[config.mk]
export PLATFORM = sky130hd
export DESIGN_NAME = linear_processing_element_wrapper
export DESIGN_NICKNAME = d
export VERILOG_FILES = /design/src/rtl/linear_processing_element_wrapper.sv
export SDC_FILE = /design/constraint.sdc
export NUM_CORES = 1
export LEC_CHECK = 0
export BUFFER_PORTS_ARGS = -buffer_cell sky130_fd_sc_hd__buf_2
export CORE_MARGIN = 1.5
export CORE_UTILIZATION = 56
export CTS_CLUSTER_SIZE = 10
export DETAILED_ROUTE_END_ITERATION = 10
export GPL_TIMING_DRIVEN = 0
export MAX_ROUTING_LAYER = met4
export PLACE_DENSITY_LB_ADDON = 0.1
export RECOVER_POWER = 25
export REMOVE_ABC_BUFFERS = 1
export SLEW_MARGIN = 5
export SYNTH_ARGS = -nofsm -noshare
export SYNTH_HDL_FRONTEND = slang
export SYNTH_SLANG_ARGS = --single-unit
export TNS_END_PERCENT = 100
[constraint.sdc]
create_clock -name clk -period 5.82 [get_ports clk]
set_input_delay 0.582 -clock clk [delete_from_list [all_inputs] [get_ports clk]]
set_output_delay 0.582 -clock clk [all_outputs]
set_load 0.01 [all_outputs]
[src/rtl/linear_processing_element_wrapper.sv]
// One PE of a 2-D systolic MAC array: forwards operands right/down,
// accumulates aligned pairs and merges its result into the down psum stream.
// Ports: clk, rst; s_axis_l / m_axis_r (op0), s_axis_t / m_axis_b (op1),
//        s_axis_u / m_axis_d (psum), err_unalligned_data (sticky).

module lpe_skid #(
  parameter int W = 8
) (
  input  logic         clk_i,
  input  logic         rst_i,
  input  logic         push_i,
  input  logic [W-1:0] data_i,
  output logic         free_o,
  output logic         valid_o,
  input  logic         ready_i,
  output logic [W-1:0] data_o
);
  logic [W-1:0] out_q, sk_q;
  logic         out_v_q, sk_v_q;

  // push is only issued while the skid slot is free
  always_ff @(posedge clk_i or posedge rst_i) begin
    if (rst_i) begin
      out_q   <= '0;
      sk_q    <= '0;
      out_v_q <= 1'b0;
      sk_v_q  <= 1'b0;
    end else if (!out_v_q || ready_i) begin
      if (sk_v_q) begin
        out_q   <= sk_q;
        out_v_q <= 1'b1;
        sk_v_q  <= 1'b0;
      end else begin
        out_v_q <= push_i;
        if (push_i) out_q <= data_i;
      end
    end else if (push_i) begin
      sk_q   <= data_i;
      sk_v_q <= 1'b1;
    end
  end

  assign free_o  = !sk_v_q;
  assign valid_o = out_v_q;
  assign data_o  = out_q;
endmodule

module linear_processing_element_wrapper #(
  parameter int PE_NUMBER_I         = 1,
  parameter int PE_NUMBER_J         = 3,
  parameter int PE_POSITION_I       = 0,
  parameter int PE_POSITION_J       = 1,
  parameter int DATA_WIDTH_OP0      = 16,
  parameter int FRACTIONAL_BITS_OP0 = 13,
  parameter int IS_UNSIGNED_OP0     = 0,
  parameter int DATA_WIDTH_OP1      = 16,
  parameter int FRACTIONAL_BITS_OP1 = 15,
  parameter int IS_UNSIGNED_OP1     = 0,
  parameter int DATA_WIDTH_PSUM     = 32
) (
  input  logic                       clk,
  input  logic                       rst,
  input  logic [DATA_WIDTH_OP0-1:0]  s_axis_l_tdata,
  input  logic                       s_axis_l_tvalid,
  input  logic                       s_axis_l_tlast,
  output logic                       s_axis_l_tready,
  output logic [DATA_WIDTH_OP0-1:0]  m_axis_r_tdata,
  output logic                       m_axis_r_tvalid,
  output logic                       m_axis_r_tlast,
  input  logic                       m_axis_r_tready,
  input  logic [DATA_WIDTH_OP1-1:0]  s_axis_t_tdata,
  input  logic                       s_axis_t_tvalid,
  input  logic                       s_axis_t_tlast,
  output logic                       s_axis_t_tready,
  output logic [DATA_WIDTH_OP1-1:0]  m_axis_b_tdata,
  output logic                       m_axis_b_tvalid,
  output logic                       m_axis_b_tlast,
  input  logic                       m_axis_b_tready,
  input  logic [DATA_WIDTH_PSUM-1:0] s_axis_u_tdata,
  input  logic                       s_axis_u_tvalid,
  input  logic                       s_axis_u_tlast,
  output logic                       s_axis_u_tready,
  output logic [DATA_WIDTH_PSUM-1:0] m_axis_d_tdata,
  output logic                       m_axis_d_tvalid,
  output logic                       m_axis_d_tlast,
  input  logic                       m_axis_d_tready,
  output logic                       err_unalligned_data
);
  localparam int W0  = DATA_WIDTH_OP0;
  localparam int W1  = DATA_WIDTH_OP1;
  localparam int PSW = DATA_WIDTH_PSUM;
  localparam int PW  = W0 + W1;
  localparam int SW  = ((PW + 2 > PSW) ? PW + 2 : PSW) + 1;
  localparam bit UNS = (IS_UNSIGNED_OP0 != 0) && (IS_UNSIGNED_OP1 != 0);
  localparam int FRAC_PSUM = FRACTIONAL_BITS_OP0 + FRACTIONAL_BITS_OP1;
  localparam bit CFG_OK = (PE_POSITION_I < PE_NUMBER_I)
                       && (PE_POSITION_J < PE_NUMBER_J)
                       && (FRAC_PSUM <= PSW);

  localparam logic signed [SW-1:0] HI = UNS
    ? {{(SW-PSW){1'b0}}, {PSW{1'b1}}}
    : {{(SW-PSW+1){1'b0}}, {(PSW-1){1'b1}}};
  localparam logic signed [SW-1:0] LO = UNS
    ? '0
    : {{(SW-PSW+1){1'b1}}, {(PSW-1){1'b0}}};

  if (!CFG_OK) begin : g_bad_cfg
    $error("PE position or psum fractional width out of range");
  end

  typedef enum logic [1:0] {S_IDLE, S_FWD_U, S_OWN} st_e;

  logic               run_q;
  logic               r_free, b_free, hold, can_acc, acc_en, misal;
  logic [W0:0]        r_pl;
  logic [W1:0]        b_pl;
  logic signed [W0:0] a_x;
  logic signed [W1:0] b_x;
  logic signed [PW+1:0] prod, p_q;
  logic               p_v_q, p_end_q, p_mis_q;
  logic [PSW-1:0]     acc_q, acc_d, res_q;
  logic               res_v_q, err_q;
  logic signed [SW-1:0] acc_x, p_x, sum;
  st_e                st_q, st_d;
  logic               last_u_q, u_end, own_done;

  always_ff @(posedge clk or posedge rst) begin
    if (rst) run_q <= 1'b0;
    else     run_q <= 1'b1;
  end

  // a result waiting on a full result register freezes the multiplier
  assign hold    = p_v_q & p_end_q & res_v_q;
  assign can_acc = run_q & r_free & b_free & !hold;
  assign s_axis_l_tready = can_acc;
  assign s_axis_t_tready = can_acc;
  assign acc_en = can_acc & s_axis_l_tvalid & s_axis_t_tvalid;
  assign misal  = s_axis_l_tlast ^ s_axis_t_tlast;

  lpe_skid #(.W(W0+1)) u_fwd_r (
    .clk_i(clk), .rst_i(rst), .push_i(acc_en),
    .data_i({s_axis_l_tlast, s_axis_l_tdata}), .free_o(r_free),
    .valid_o(m_axis_r_tvalid), .ready_i(m_axis_r_tready), .data_o(r_pl)
  );
  assign {m_axis_r_tlast, m_axis_r_tdata} = r_pl;

  lpe_skid #(.W(W1+1)) u_fwd_b (
    .clk_i(clk), .rst_i(rst), .push_i(acc_en),
    .data_i({s_axis_t_tlast, s_axis_t_tdata}), .free_o(b_free),
    .valid_o(m_axis_b_tvalid), .ready_i(m_axis_b_tready), .data_o(b_pl)
  );
  assign {m_axis_b_tlast, m_axis_b_tdata} = b_pl;

  // one extra bit per operand lets signed/unsigned mixes share one multiplier
  assign a_x = (IS_UNSIGNED_OP0 != 0) ? {1'b0, s_axis_l_tdata}
             : {s_axis_l_tdata[W0-1], s_axis_l_tdata};
  assign b_x = (IS_UNSIGNED_OP1 != 0) ? {1'b0, s_axis_t_tdata}
             : {s_axis_t_tdata[W1-1], s_axis_t_tdata};
  assign prod = a_x * b_x;

  always_ff @(posedge clk or posedge rst) begin
    if (rst) begin
      p_q     <= '0;
      p_v_q   <= 1'b0;
      p_end_q <= 1'b0;
      p_mis_q <= 1'b0;
    end else if (!hold) begin
      p_q     <= prod;
      p_v_q   <= acc_en;
      p_end_q <= s_axis_l_tlast & s_axis_t_tlast;
      p_mis_q <= misal;
    end
  end

  assign acc_x = UNS ? {{(SW-PSW){1'b0}}, acc_q}
               : {{(SW-PSW){acc_q[PSW-1]}}, acc_q};
  assign p_x = {{(SW-PW-2){p_q[PW+1]}}, p_q};

  always_comb begin
    sum   = acc_x + p_x;
    acc_d = sum[PSW-1:0];
    if (sum > HI)      acc_d = HI[PSW-1:0];
    else if (sum < LO) acc_d = LO[PSW-1:0];
  end

  assign own_done = (st_q == S_OWN) & m_axis_d_tready;

  always_ff @(posedge clk or posedge rst) begin
    if (rst) begin
      acc_q   <= '0;
      res_q   <= '0;
      res_v_q <= 1'b0;
      err_q   <= 1'b0;
    end else begin
      if (acc_en & misal) err_q <= 1'b1;
      if (own_done) res_v_q <= 1'b0;
      if (p_v_q & !hold) begin
        if (p_mis_q) begin
          acc_q <= '0;
        end else if (p_end_q) begin
          res_q   <= acc_d;
          res_v_q <= 1'b1;
          acc_q   <= '0;
        end else begin
          acc_q <= acc_d;
        end
      end
    end
  end

  assign err_unalligned_data = err_q;

  assign u_end = (st_q == S_FWD_U) & s_axis_u_tvalid
               & m_axis_d_tready & s_axis_u_tlast;

  // last_u_q gives the own result its turn after a u packet
  always_ff @(posedge clk or posedge rst) begin
    if (rst) begin
      st_q     <= S_IDLE;
      last_u_q <= 1'b0;
    end else begin
      st_q <= st_d;
      if (u_end)         last_u_q <= 1'b1;
      else if (own_done) last_u_q <= 1'b0;
    end
  end

  always_comb begin
    st_d = st_q;
    unique case (st_q)
      S_IDLE: begin
        if (s_axis_u_tvalid && !(res_v_q && last_u_q)) st_d = S_FWD_U;
        else if (res_v_q)                              st_d = S_OWN;
      end
      S_FWD_U: if (u_end)           st_d = S_IDLE;
      S_OWN:   if (m_axis_d_tready) st_d = S_IDLE;
      default: st_d = S_IDLE;
    endcase
  end

  always_comb begin
    m_axis_d_tdata  = '0;
    m_axis_d_tvalid = 1'b0;
    m_axis_d_tlast  = 1'b0;
    s_axis_u_tready = 1'b0;
    unique case (st_q)
      S_FWD_U: begin
        m_axis_d_tdata  = s_axis_u_tdata;
        m_axis_d_tvalid = s_axis_u_tvalid;
        m_axis_d_tlast  = s_axis_u_tlast;
        s_axis_u_tready = m_axis_d_tready;
      end
      S_OWN: begin
        m_axis_d_tdata  = res_q;
        m_axis_d_tvalid = 1'b1;
        m_axis_d_tlast  = 1'b1;
      end
      default: ;
    endcase
  end
endmodule

* Yosys cells after proc, flatten, opt, wreduce, memory -nomap -nowiden *
Index checks and enable logic that the tools add are counted.
Widths: inputs -> output; s select.

word-level totals
  output and inout port bits = 74
  register bits = 177
  word-level logic and storage cells = 96

operators by class
  eq/ne operators = 5
  $mul = 1
  $lt $le $gt $ge = 2
  muxes and demuxes = 28
  add/sub/neg operators = 1
  reductions and logical operators = 22
  bitwise operators = 18

operator list
  cell                  count
  $mux 32               4
  $mux 17               4
  $pmux 32 s2           1
  $gt 35x32->1 const B  1
  $lt 35x32->1 const B  1
  $add 32x32->33        1
  $mul 16x16->32        1
  $and 1x1->1           14
  $mux 1                12
  $reduce_bool 2->1     5
  $mux 2                4
  $reduce_and 2->1      4
  $logic_not 1->1       6
  $pmux 2 s3            1
  $reduce_and 3->1      2
  $ne 2x2->1 const B    2
  $pmux 1 s2            2
  $ne 3x3->1 const B    1
  $not 1->1             3
  $eq 2x1->1 const B    1
  $eq 2x2->1 const B    1
  $logic_and 1x1->1     2
  $logic_not 2->1       1
  $logic_or 1x1->1      2
  $xor 1x1->1           1

* Depth between registers and ports, before layout *
  depth in word-level cells = 8
  gate-level depth with buffers = 25

* Cells and area by module *
From an unflattened synthesis, not the netlist that was laid out.

unflattened totals
  cell total of the unflattened synthesis = 2,016
  area, all modules = 19,839.0 µm²

by module, submodules not included
  module                             area an instance (µm²)  cells an instance  times used  sequential area each (µm²)
  linear_processing_element_wrapper  16,398.2                1,816              1           2,627.5
  lpe_skid                           1,720.4                 100                2           900.9

* Worst setup path before layout *
No wires, ideal clock.

  kind = input to register
  from = input port s_axis_l_tdata[15]
  to = register p_q[30]
  cell stages on the path = 22
  required time = 5.685 ns
  arrival = 6.513 ns
  path slack = -0.829 ns
  buffers on the path = 2
  library setup time = 0.135 ns
  cell sequence = clkbuf_1 clkbuf_1 nand2_1 fa_1 inv_1 fa_1 fa_1 fa_1 fa_1 inv_1 fa_1 inv_1 ha_1 a21o_1 a21o_1 a21o_1 a31oi_1 o31ai_1 a211o_1 o31ai_1 xor2_1 o21ai_0

between the ends
  word-level cells in the longest chain between the ends = 1

RTL lines
  item                  RTL line  text
  from (decl)           63        input logic [DATA_WIDTH_OP0-1:0] s_axis_l_tdata,
  $mul 16x16->32        159       assign prod = a_x * b_x;
  to (signal assigned)  168       p_q <= prod;
  to (decl)             119       logic signed [PW+1:0] prod, p_q;

Every way passes these cells.
A chain may end at the register's enable or synchronous reset.

* Worst setup path after layout *
  from = input port s_axis_l_tdata[8]
  to = register p_q[20]

The elaborated chain is that of the path after synthesis.

==> flow_metrics.env <==
export IMPL_insertion_delay_ps=460
export IMPL_synth_edf_count=0
export IMPL_crit_arrival_ps=6220
export IMPL_netlist_instances=2060
export IMPL_slew_headroom_pct=-90.58
export IMPL_place_congestion=0.8781
export IMPL_setup_viol=1
export IMPL_cts_tree="built"
export IMPL_seq_area_mm2=0.004431
export IMPL_n_antenna_cell=0
export IMPL_num_fill_cells=2875
export IMPL_ys_ff_latch=177
export IMPL_pre_cts_slack_ps=-1266
export IMPL_layoutNonFillerInstCount=2623
export IMPL_crit_type="in2reg"
export IMPL_cp_start_kind="primary input"
export IMPL_grt_max_degree=114
export IMPL_first_pass_iters=5
export IMPL_fin_crit_sh_pct=100.2
export IMPL_r2r_cells=9
export IMPL_wirelength_um=45630
export IMPL_clock_path_buffers=2
export IMPL_fin_hold_ws_ps=399.8
export IMPL_crit_fanout=18
export IMPL_vias_per_cell=5.444
export IMPL_antenna_left=0
export IMPL_synthTopCellsByArea="fa_1 27%, dfrtp_1 23%, ha_1 7.7%"
export IMPL_hp_class="in2reg"
export IMPL_grt_busiest_layer="met2"
export IMPL_layout_drive_gt1_share_pct=15.59
export IMPL_outcome="finished, violations left"
export IMPL_ys_types=64
export IMPL_cts_num_sinks=177
export IMPL_io_buffer_count=148
export IMPL_finClkSkew_ps=9.420
export IMPL_grt_use_total_pct=28.10
export IMPL_multiInputGateArea_mm2=0.01348
export IMPL_grt_first_pass_wirelength_um=76640
export IMPL_rsz0062_at_grt="true"
export IMPL_grt_pass1_vias=14953
export IMPL_vias=14279
export IMPL_cts_clk_slew_worst_paths_ps=70
export IMPL_h_tree_depth=4
export IMPL_ys_async_sr_fraction_pct=100.0
export IMPL_use_met3_pct=4.489
export IMPL_antenna_found_initial=0
export IMPL_crit_path_end_kind="register"
export IMPL_synth_ff_type="dfrtp_1"
export IMPL_drt_iter0_markers=845
export IMPL_whs_path_depth=2
export IMPL_coreArea_mm2=0.03362
export IMPL_dp_cells=2560
export IMPL_synth_top_area_share_pct=27.42
export IMPL_hpwl_um=34300
export IMPL_hold_buffers=0
export IMPL_worst_slack_ps=-11.46
export IMPL_ioPinCount=149
export IMPL_yosys_warnings=0
export IMPL_grt_use_met1_pct=38.35
export IMPL_final_util_pct=64.49
export IMPL_wl_per_cell_um=17.40
export IMPL_synth_top_cell_by_area="fa_1"
export IMPL_die_h_um=188.2
export IMPL_layout_common_cells="320 x inv_1, 251 x fa_1, 233 x nand2_1"
export IMPL_final_common_cell="inv_1"
export IMPL_num_rows=67
export IMPL_fp_dieW_um=188.2
export IMPL_cts_buffers_inserted=17
export IMPL_tightest_slew_ps=2859
export IMPL_area_growth_pct=12.91
export IMPL_synth_area_mm2=0.01920
export IMPL_violations="capacitance limit, slew limit, setup timing"
export IMPL_hold_violations=0
export IMPL_drc=0
export IMPL_maxCapViolations=2
export IMPL_final_period_minus_worst_setup_slack_ps=5831
export IMPL_overflow=0
export IMPL_ys_seq_area_share_pct=23.07
export IMPL_die_area_mm2=0.03541
export IMPL_cts_root_buffer="clkbuf_16"
export IMPL_synth_avg_cell_area_um2=9.321
export IMPL_fmax_ghz=0.1715
export IMPL_use_met2_pct=44.82
export IMPL_crit_required_ps=6210
export IMPL_initial_core_util_pct=57.12
export IMPL_nets=2618
export IMPL_drv_slew=180
stage by stage:
step	cell area [um2]	TNS [ps]
after floorplan	18760	-1248
after CTS	21500	-39.78
after global routing	21680	-692.9
final	21680	-11.46
after global placement	20060	-299980
after detailed placement	20230	-12710
timing repair:
action                                  in CTS  in global routing
cloned                                       0                  0
endpoints found under the setup margin      14                 12
buffers inserted                            27                  4
resized for setup                          103                 47
pin swaps                                   44                 40
worst max-delay path, stage by stage:
cell and delay (ps):
buf_8 140, and2_4 150, fa_1 520, inv_1 50, fa_1 460, fa_1 490
inv_1 60, fa_1 440, fa_1 490, inv_1 50, fa_1 480, inv_1 70
ha_4 280, nand4_1 140, nor4b_2 320, o31a_1 270, o2111ai_4 160, nand2_1 110
a21o_1 160, a21oi_2 70, or4b_2 600, nand3_1 90
routing by layer:
layer,routed length [um],share of wire [%],vias up
li1,-,-,6773
met1,21460,47,7075
met2,21170,46,385
met3,2446,5.4,46
met4,550,1.2,0
met5,0,0,-
area by class of cell:
| class | count | share of cell area (%) |
|---|---|---|
| multi-input combinational | 1455 | 62.19 |
| sequential | 177 | 20.44 |
| timing repair buffer | 185 | 6.129 |
| inverter | 326 | 5.667 |
| tap | 448 | 2.586 |
| clock buffer | 20 | 2.107 |
| clock inverter | 12 | 0.8888 |
final timing paths:
check	from	end	slack, ps
worst min register to register	err_unalligned_data	err_unalligned_data	460
worst max-delay path	s_axis_l_tdata[8]	p_q[20]	-10
worst max register to register	p_q[11]	acc_q[8]	1380
min in group asynchronous	rst	u_fwd_b.sk_v_q	900
worst min-delay path	s_axis_l_tlast	u_fwd_r.sk_q[16]	400
max in group asynchronous	rst	u_fwd_b.sk_q[4]	1160
cell families (layout without fill, tap and decap cells):
| group | count (synthesis) | in the layout | share of synthesized area [%] |
|---|---|---|---|
| buf+inv | 428 | 543 | 8.660 |
| simple gates | 610 | 610 | 15.16 |
| mux | 69 | 69 | 3.838 |
| flops | 177 | 177 | 23.07 |
| other cells | 1 | 1 | 0.01953 |
| xor+xnor | 58 | 58 | 2.646 |
| compound gates | 336 | 336 | 11.50 |
| fa+ha+maj | 381 | 381 | 35.11 |
flip-flops by register name, summed over array words and instances (netlist names), 2 cells and up:
name / flops
acc_q: 32
p_q: 32
res_q: 32
st_q: 2
u_fwd_b.data_o: 17
u_fwd_b.sk_q: 17
u_fwd_r.data_o: 17
u_fwd_r.sk_q: 17
synth_stat cells, types with 4 or more instances:
cell type,number
a211o_1,6
a211oi_1,4
a21o_1,31
a21oi_1,134
a221o_1,29
a22oi_1,32
a31oi_1,6
and2_1,128
and3_1,6
buf_2,9
buf_6,5
clkbuf_1,83
dfrtp_1,177
fa_1,263
ha_1,118
inv_1,326
mux2_2,34
mux2i_1,34
nand2_1,236
nand2b_1,10
nand3_1,14
nand3b_1,4
nand4_1,11
nor2_1,127
nor2b_1,43
nor3_1,12
o2111ai_1,4
o211ai_1,8
o21a_1,10
o21ai_0,44
o21bai_1,5
o31ai_1,5
xnor2_1,35
xor2_1,23
Power is not shown: default switching activity piles up to over one toggle a cycle in this logic, so the estimate is an artifact.
